===== src/rtl/hold_arb85.sv =====
// Bus-hold arbiter for the 8085 core: sequences HOLD/HLDA so NREQ requesters
// take turns on the bus, round-robin, with an optional tenure limit.
module hold_arb85 #(
  parameter int NREQ    = 4,
  parameter int IDW     = 2,
  parameter int MAXHOLD = 16,
  parameter int CNTW    = 8
) (
  input  logic            clk,
  input  logic            rst_,
  input  logic [NREQ-1:0] dreq,
  input  logic            hlda,
  output logic            hold,
  output logic [NREQ-1:0] dack,
  output logic            busy,
  output logic [IDW-1:0]  grant_id,
  output logic [2:0]      dbg_state
);

  typedef enum logic [2:0] {
    IDLE  = 3'd0,
    REQH  = 3'd1,
    GRANT = 3'd2,
    RELS  = 3'd3,
    WAITL = 3'd4
  } state_t;

  localparam logic [CNTW-1:0] LIMIT   = (MAXHOLD == 0) ? '0 : CNTW'(MAXHOLD - 1);
  localparam logic [CNTW-1:0] CNT_MAX = '1;

  // Handshake: hold stays high from REQH through GRANT; a requester may drive
  // the bus only while its dack bit is high, and dack only rises after hlda.
  state_t          state;
  logic [IDW-1:0]  rr_ptr;
  logic [CNTW-1:0] cnt;
  logic [IDW-1:0]  pick;
  logic [IDW-1:0]  next_ptr;
  logic [NREQ-1:0] own_mask;
  logic            own_req;
  logic            others;
  logic            tenure_up;

  // First set request at or above ptr, wrapping; lower offsets overwrite later.
  function automatic logic [IDW-1:0] rr_pick(input logic [NREQ-1:0] req,
                                             input logic [IDW-1:0]  ptr);
    int             idx;
    logic [IDW-1:0] sel;
    rr_pick = '0;
    for (int i = NREQ - 1; i >= 0; i--) begin
      idx = int'(ptr) + i;
      if (idx >= NREQ) idx = idx - NREQ;
      sel = IDW'(idx);
      if (req[sel]) rr_pick = sel;
    end
  endfunction

  assign pick      = rr_pick(dreq, rr_ptr);
  assign own_mask  = {{(NREQ-1){1'b0}}, 1'b1} << grant_id;
  assign own_req   = dreq[grant_id];
  assign others    = |(dreq & ~own_mask);
  assign tenure_up = (MAXHOLD != 0) && (cnt >= LIMIT) && others;
  assign next_ptr  = (grant_id == IDW'(NREQ - 1)) ? '0 : grant_id + 1'b1;
  assign dbg_state = state;

  always_ff @(posedge clk or negedge rst_) begin
    if (!rst_) begin
      state    <= IDLE;
      hold     <= 1'b0;
      dack     <= '0;
      busy     <= 1'b0;
      grant_id <= '0;
      rr_ptr   <= '0;
      cnt      <= '0;
    end else begin
      case (state)
        IDLE: begin
          if (|dreq) begin
            grant_id <= pick;
            hold     <= 1'b1;
            busy     <= 1'b1;
            state    <= REQH;
          end
        end
        REQH: begin
          if (hlda && own_req) begin
            dack  <= own_mask;
            cnt   <= '0;
            state <= GRANT;
          end else if (!own_req) begin
            hold  <= 1'b0;
            state <= RELS;
          end
        end
        GRANT: begin
          // Losing hlda mid-grant is a core protocol error: give the bus back.
          if (!own_req || !hlda || tenure_up) begin
            dack  <= '0;
            hold  <= 1'b0;
            state <= RELS;
          end else if (cnt != CNT_MAX) begin
            cnt <= cnt + 1'b1;
          end
        end
        RELS: begin
          rr_ptr <= next_ptr;
          state  <= WAITL;
        end
        WAITL: begin
          if (!hlda) begin
            busy  <= 1'b0;
            state <= IDLE;
          end
        end
        default: begin
          state <= IDLE;
          hold  <= 1'b0;
          dack  <= '0;
          busy  <= 1'b0;
        end
      endcase
    end
  end

endmodule


===== config.mk =====
export PLATFORM = sky130hd
export DESIGN_NAME = hold_arb85
export DESIGN_NICKNAME = d
export VERILOG_FILES = /design/src/rtl/hold_arb85.sv
export SDC_FILE = /design/constraint.sdc
export NUM_CORES = 1
export LEC_CHECK = 0
export CELL_PAD_IN_SITES_DETAIL_PLACEMENT = 0
export CELL_PAD_IN_SITES_GLOBAL_PLACEMENT = 1
export CORE_ASPECT_RATIO = 0.5
export CORE_UTILIZATION = 39
export CTS_BUF_LIST = sky130_fd_sc_hd__clkbuf_4 sky130_fd_sc_hd__clkbuf_8
export DETAILED_ROUTE_END_ITERATION = 10
export PLACE_DENSITY = 0.85
export SLEW_MARGIN = 5
export SYNTH_ARGS = -nofsm -noshare
export SYNTH_HDL_FRONTEND = slang
export SYNTH_SLANG_ARGS = --single-unit

===== constraint.sdc =====
create_clock -name clk -period 1.75 [get_ports clk]
set_clock_uncertainty 0.05 [all_clocks]
set_input_delay 0.35 -clock clk [delete_from_list [all_inputs] [get_ports clk]]
set_output_delay 0.35 -clock clk [all_outputs]
set_load 0.02 [all_outputs]

==> results of run 1 <==
layout make-up:
| class | count | area (um2) | area share |
|---|---|---|---|
| clock buffer | 3 | 41.29 | 0.02203 |
| clock inverter | 1 | 5.005 | 0.002670 |
| inverter | 10 | 37.54 | 0.02003 |
| multi-input combinational | 104 | 757.0 | 0.4039 |
| sequential | 21 | 528.0 | 0.2817 |
| tap | 40 | 50.05 | 0.02670 |
| timing repair buffer | 55 | 455.4 | 0.2430 |
per-layer routing:
layer,GRT usage,up-vias,wire length [um]
li1,-,627,-
met1,0.2618,619,1607
met2,0.3328,17,1587
met3,0.04134,5,82
met4,0.07241,0,41
met5,0,-,0
metrics by stage:
step | worst slack (ns) | power (mW) | instances | util
after CTS | -0.1199 | 2.938 | 233 | 0.6049
after floorplan | -0.1399 | 1.746 | 139 | -
after global routing | -0.2231 | 3.198 | 234 | 0.6114
after global placement | -0.5102 | 2.463 | 226 | 0.5727
after detailed placement | -0.5307 | 2.491 | 226 | 0.5727
final | -0.1272 | 2.988 | 234 | 0.6114
placed cells by master (no fill, tap or decap), drive strengths merged, types with 6 or more instances in the layout:
cell type / n
a21oi: 9
buf: 38
clkdlybuf4s50: 11
dfrtp: 21
inv: 10
nand2: 11
nand2b: 8
nand3: 6
nor2: 6
o21ai: 11
flip-flops by register name, indices dropped and copies added, names as in the netlist:
register	cells
busy	1
rr_ptr	2
dack	4
cnt	8
dbg_state	3
grant_id	2
hold	1
report_power, final:
| part | switching [mW] | internal, mW | total (mW) |
|---|---|---|---|
| clock | 0.180 | 0.160 | 0.339 |
| sequential | 0.166 | 0.663 | 0.829 |
| combinational | 0.901 | 0.919 | 1.82 |
kinds of logic (layout without fill, tap and decap cells):
family,count (synthesis),after routing
fa+ha+maj,5,5
mux,6,6
buf+inv,14,69
simple gates,52,52
flops,21,21
compound gates,41,41
worst paths after layout:
check / start / to
worst max-delay path: grant_id[0]$_DFFE_PN0P_ / cnt[7]$_DFFE_PN0P_
worst min-delay path: rst_ / cnt[5]$_DFFE_PN0P_
min in group clk: dack[3]$_DFFE_PN0P_ / dack[3]$_DFFE_PN0P_
worst max register to register: grant_id[0]$_DFFE_PN0P_ / cnt[7]$_DFFE_PN0P_
max in group asynchronous: rst_ / grant_id[1]$_DFFE_PN0P_
worst min register to register: dack[3]$_DFFE_PN0P_ / dack[3]$_DFFE_PN0P_
repair_timing:
action,CTS,global route
hold buffers,0,0
setup buffers,3,1
pin swaps,9,2
endpoints found under the hold margin,0,0
resized for setup,21,4
setup endpoints to repair,15,15
==> qor.csv, run 1 <==
stage,metric,value,unit
timing,maxClockFrequency,532.7,MHz
cts,insertion_delay,0.27,ns
critical_path,reg2regPathDepth,6,
synth,syn_inst,139,
final_layout,layout-drive-gt1-share,0.3093,
timing,slew_violations,0,
route,wirelength,3.318,mm
placed_design,dpl_cell_area,1755,um2
timing,relSlewSlack,0.7032,
global_routing,grtUsageTotal,0.2000,
synth,synth_edf_count,0,
route,wl_per_cell,14.18,um
timing,fin_crit_sh,1.073,
placed_design,dpl.hpwl,2.352,mm
placed_design,gp_congestion,0.8314,
synth,synth_xor_area_frac,0,
cts,clock_path_buffers,2,
critical_path,cp.required,1.90,ns
cts,numCtsBuffers,3,
final_layout,nNetsFinal,207,
status,status,finished with violations,
synth,syn_area,1285,um2
global_routing,antenna_found_initial,0,
synth,synth_top_area_frac,0.4090,
critical_path,critPathBufInv,1,
cts,root_buffer,clkbuf_8,
floorplanning,start_util,0.4192,
final_layout,area_delta_synth_final,45.86,%
critical_path,crit_fanout,6,
floorplanning,die_h,42.59,um
critical_path,crit_cells,6,
critical_path,crit_family,flip-flops,
final_layout,fill_cells,248,
route,viasPerCell,5.419,
cts,htree_levels,1,
timing,setup_ws,-0.1272,ns
synth,yosys.area_share.simple,0.2249,
timing,holdWs,0.3665,ns
timing,tightestPinTransition,0.4418,ns
floorplanning,dieArea,3542,um2
synth,ys_warn_count,0,
status,violations,negative setup slack,
worst_hold_path,hold_path.class,primary input to async pin,
route,drc,0,
timing,rsz0062_at_grt,yes,
power_and_ir_drop,peakVddDrop,700.4,uV
synth,post-synth-top-count-cell,dfrtp_1,
synth,synthArstFlopShare,1.000,
synth,synthMuxAreaShare,0.05745,
critical_path,critPathArrivalTime,2.03,ns
critical_path,start_kind,register,
critical_path,crit_chain,mux4_2 -> buf_6 -> and3b_2 -> nand3_2 -> a2111o_1 -> o21ai_1,
synth,synth_top_family_by_area,simple AND/OR/NAND/NOR gates,
route,ant_nets,0,
cts,cts_sinks,21,
placed_design,port_buffers,17,
floorplanning,die_w,83.18,um
critical_path,max_stage_delay,0.45,ns
critical_path,r2r_setup_slack,-0.13,ns
global_routing,grt_pass1_vias,1156,
power_and_ir_drop,powerDensity,1594,nW/um2
critical_path,crit_type,register to register,
synth,synth_compound_area_frac,0.2191,
timing,hold_viol,0,
synth,ys_seq_elements,21,
timing,min_period,1.877,ns
synth,synthTopCellsByArea,"dfrtp_1 (41%), ha_1 (4.9%), o21ai_0 (4.3%)",
synth,synthAdderAreaFrac,0.04869,
synth,synth-seq-area-share,0.4090,
synth,synthDistinctLibCells,43,
critical_path,cpMaxStageDelayCell,dfrtp_2,
route,vias,1268,
final_layout,postLayoutCellArea,1874,um2
floorplanning,coreArea,3065,um2
cts,cts_tree,done,
critical_path,cp-end-kind,register,
synth,yosysTopAreaCell,dfrtp_1,
floorplanning,rows,14,
timing,tns,-1.172,ns
synth,ys_dominant_reg_cell,dfrtp_1,
flow_run,drv_cap,0,
global_routing,overflow,0,
synth,syn_nets,151,
timing,finalSetupViolCount,13,
synth,avgSynthCellArea,9.244,um2
final_layout,num_antenna_cells,0,
global_routing,grt_pass1_wl,5.457,mm
cts,clkTransAtPathRegs,0.08,ns
floorplanning,ios,18,
route,drtPass1Iterations,4,
power_and_ir_drop,power_leakage,0.8621,nW
synth,yosys-top-cells-count,"dfrtp_1 (21), nand2_1 (11), o21ai_0 (11)",
global_routing,grt_max_degree,22,
route,drtIter0Drc,68,
Power figures use the tool's default switching activity.
==> run 2, diff against run 1 <==
--- a/config.mk
+++ b/config.mk
@@ -10,6 +10,7 @@
 export CORE_ASPECT_RATIO = 0.5
 export CORE_UTILIZATION = 39
 export CTS_BUF_LIST = sky130_fd_sc_hd__clkbuf_4 sky130_fd_sc_hd__clkbuf_8
+export CTS_CLUSTER_DIAMETER = 80
 export DETAILED_ROUTE_END_ITERATION = 10
 export PLACE_DENSITY = 0.85
 export SLEW_MARGIN = 5
==> results of run 2 <==
The final DEF is identical to that of run 1; final timing and power are the same.
==> run 3, diff against run 2 <==
--- a/config.mk
+++ b/config.mk
@@ -8,11 +8,10 @@
 export CELL_PAD_IN_SITES_DETAIL_PLACEMENT = 0
 export CELL_PAD_IN_SITES_GLOBAL_PLACEMENT = 1
 export CORE_ASPECT_RATIO = 0.5
-export CORE_UTILIZATION = 39
-export CTS_BUF_LIST = sky130_fd_sc_hd__clkbuf_4 sky130_fd_sc_hd__clkbuf_8
+export CORE_UTILIZATION = 37
 export CTS_CLUSTER_DIAMETER = 80
 export DETAILED_ROUTE_END_ITERATION = 10
-export PLACE_DENSITY = 0.85
+export PLACE_DENSITY = 0.82
 export SLEW_MARGIN = 5
 export SYNTH_ARGS = -nofsm -noshare
 export SYNTH_HDL_FRONTEND = slang
==> run 3 against run 2 <==
Against the previous run: the run still ends with negative setup slack left; cell count decreased by 0.85%; die area increased by 5.2%; clock-buffer cell count increased by 1; register-to-register slack about the same; critical path depth decreased by 1; worst hold slack improved by 0.0077 ns; via count decreased by 0.79%; global-route usage decreased by 0.10 points; clock power decreased by 2%; wire length increased by 1.3%; worst setup slack got worse by 0.0034 ns.
==> qor.csv, run 3 (synthesized netlist as in run 1, its figures left out) <==
stage,metric,value,unit,change
final_layout,postLayoutCellArea,1859,um2,-0.80%
global_routing,grt_max_degree,22,,unchanged
final_layout,final_cells,232,,-0.85%
timing,finalSetupViolCount,12,,-1
placed_design,placed_cells,224,,-0.88%
floorplanning,ios,18,,unchanged
flow_run,drv_cap,0,,unchanged
power_and_ir_drop,power_leakage,0.8571,nW,-0.58%
floorplanning,rows,14,,unchanged
global_routing,grt_pass1_vias,1195,,+3.4%
critical_path,cp-end-kind,register,,
floorplanning,dieArea,3727,um2,+5.2%
global_routing,grtUsageTotal,0.1990,,-0.001018
critical_path,reg2regPathDepth,5,,-1
final_layout,largest_reg_flops,8,,unchanged
placed_design,port_buffers,17,,unchanged
cts,cts-hold-fix-buffers,0,,unchanged
critical_path,timing.rr.start,grant_id[0]$_DFFE_PN0P_,,
route,drc,0,,unchanged
final_layout,layout-drive-gt1-share,0.3021,,-0.007195
timing,relSlewSlack,0.7275,,+0.02426
cts,clock_path_buffers,2,,unchanged
status,violations,negative setup slack,,
critical_path,crit_type,register to register,,
placed_design,gp_congestion,0.8043,,-3.3%
final_layout,layout_common_cells,"buf_4 (35), dfrtp_1 (20), inv_1 (10), nand2_1 (10), clkdlybuf4s50_1 (10)",,
floorplanning,coreArea,3153,um2,+2.9%
status,status,finished with violations,,
final_layout,nNetsFinal,205,,-0.97%
timing,maxClockFrequency,531.7,MHz,-0.18%
placed_design,dpl_cell_area,1740,um2,-0.86%
timing,rsz0062_at_grt,yes,,
final_layout,area_delta_synth_final,44.69,%,
cts,root_buffer,clkbuf_8,,
final_layout,regMostFlops,cnt,,
route,vias,1258,,-0.79%
timing,min_period,1.881,ns,+0.003426 ns
final_layout,regArea,526.8,um2,-0.24%
final_layout,num_antenna_cells,0,,unchanged
power_and_ir_drop,powerDensity,1593,nW/um2,-0.11%
route,wirelength,3.362,mm,+1.3%
global_routing,overflow,0,,unchanged
final_layout,fill_cells,280,,+13%
final_layout,multi_input_area,760.7,um2,+0.50%
critical_path,start_kind,register,,
cts,clkTransAtPathRegs,0.08,ns,about the same
final_layout,final_common_cell,buf_4,,
placed_design,dpl.hpwl,2.515,mm,+6.9%
final_layout,utilization,0.5897,,-0.02175
cts,htree_levels,1,,unchanged
timing,tightestPinTransition,0.4057,ns,-0.03612 ns
route,wl_per_cell,14.49,um,+2.2%
cts,insertion_delay,0.26,ns,about the same
global_routing,grt_pass1_wl,5.630,mm,+3.2%
route,drtIter0Drc,57,,-16%
worst_hold_path,hold_path.class,primary input to async pin,,
timing,slew_violations,0,,unchanged
timing,hold_viol,0,,unchanged
route,ant_nets,0,,unchanged
cts,cts_sinks,21,,unchanged
critical_path,critPathArrivalTime,2.03,ns,about the same
critical_path,crit_fanout,6,,unchanged
floorplanning,start_util,0.4075,,-0.01164
floorplanning,die_w,85.34,um,+2.6%
critical_path,cp.required,1.90,ns,about the same
route,drtPass1Iterations,4,,unchanged
floorplanning,die_h,43.67,um,+2.5%
placed_design,place_ws,-0.5969,ns,-0.06618 ns
critical_path,timing.rr.end,dack[2]$_DFFE_PN0P_,,
critical_path,r2r_setup_slack,-0.13,ns,about the same
cts,numCtsBuffers,3,,unchanged
power_and_ir_drop,peakVddDrop,820.8,uV,+17%
timing,fin_crit_sh,1.075,,+0.001958
timing,setup_ws,-0.1306,ns,-0.003426 ns
cts,cts_tree,done,,
global_routing,antenna_found_initial,0,,unchanged
route,viasPerCell,5.422,,about the same
## run 3: cell types whose count changed in the layout (fill, tap and decap cells not counted), sizes merged
cell | before | now
buf | 38 | 36
clkbuf | 3 | 4
clkdlybuf4s50 | 11 | 10
clkinv | 1 | 0
dlygate4sd2 | 5 | 6
## run 3: repair_timing
action / CTS / global route
setup buffers: 4 / 0
pin swaps: 4 / 4
gates resized for setup: 15 / 6
setup endpoints to repair: 15 / 15
## run 3: layout make-up
cell class,count,area share
inverter,10,0.02019
multi-input combinational,104,0.4092
tap,40,0.02692
clock buffer,4,0.02423
sequential,21,0.2833
timing repair buffer,53,0.2362
## run 3: how the worst max path moves through the flow
stage / start / slack [ns] / depth (start not counted) / to
2_1_floorplan: grant_id[0]$_DFFE_PN0P_ / -0.14 / 4 / dack[0]$_DFFE_PN0P_
3_3_place_gp: dreq[3] / -0.49 / 5 / dack[0]$_DFFE_PN0P_
3_5_place_dp: dreq[3] / -0.60 / 5 / dack[0]$_DFFE_PN0P_
4_1_cts: grant_id[0]$_DFFE_PN0P_ / -0.12 / 5 / dack[2]$_DFFE_PN0P_
5_1_grt: grant_id[0]$_DFFE_PN0P_ / -0.23 / 5 / dack[0]$_DFFE_PN0P_
6_report: grant_id[0]$_DFFE_PN0P_ / -0.13 / 5 / dack[2]$_DFFE_PN0P_
## run 3: metrics by stage
stage	hold WS, ns	total power [mW]	setup TNS, ns
3_3_place_gp	0.4491	2.440	-5.993
5_1_grt	0.4094	3.144	-2.177
2_1_floorplan	0.004409	1.746	-0.6769
3_5_place_dp	0.4501	2.487	-6.928
4_1_cts	0.3918	2.917	-0.6307
6_report	0.3742	2.961	-0.8025
## run 3: per-layer routing
metal  part of all wire  global-route usage  vias up
met3              0.039             0.04571        6
met4              0.014             0.05667        0
li1                   -                   -      620
met5                  0                   0        -
met1               0.49              0.2599      599
met2               0.45              0.3403       33
## run 3: worst max-delay path, stage by stage, from the launching register on
cell and delay (ns):
dfrtp_2 0.43, mux4_2 0.57, and2_4 0.18, a222oi_1 0.27, buf_4 0.18, a22o_1 0.13
## run 3: power by group
| part | switching (mW) | internal (mW) |
|---|---|---|
| logic | 0.907 | 0.887 |
| registers | 0.173 | 0.660 |
| clock network | 0.171 | 0.163 |
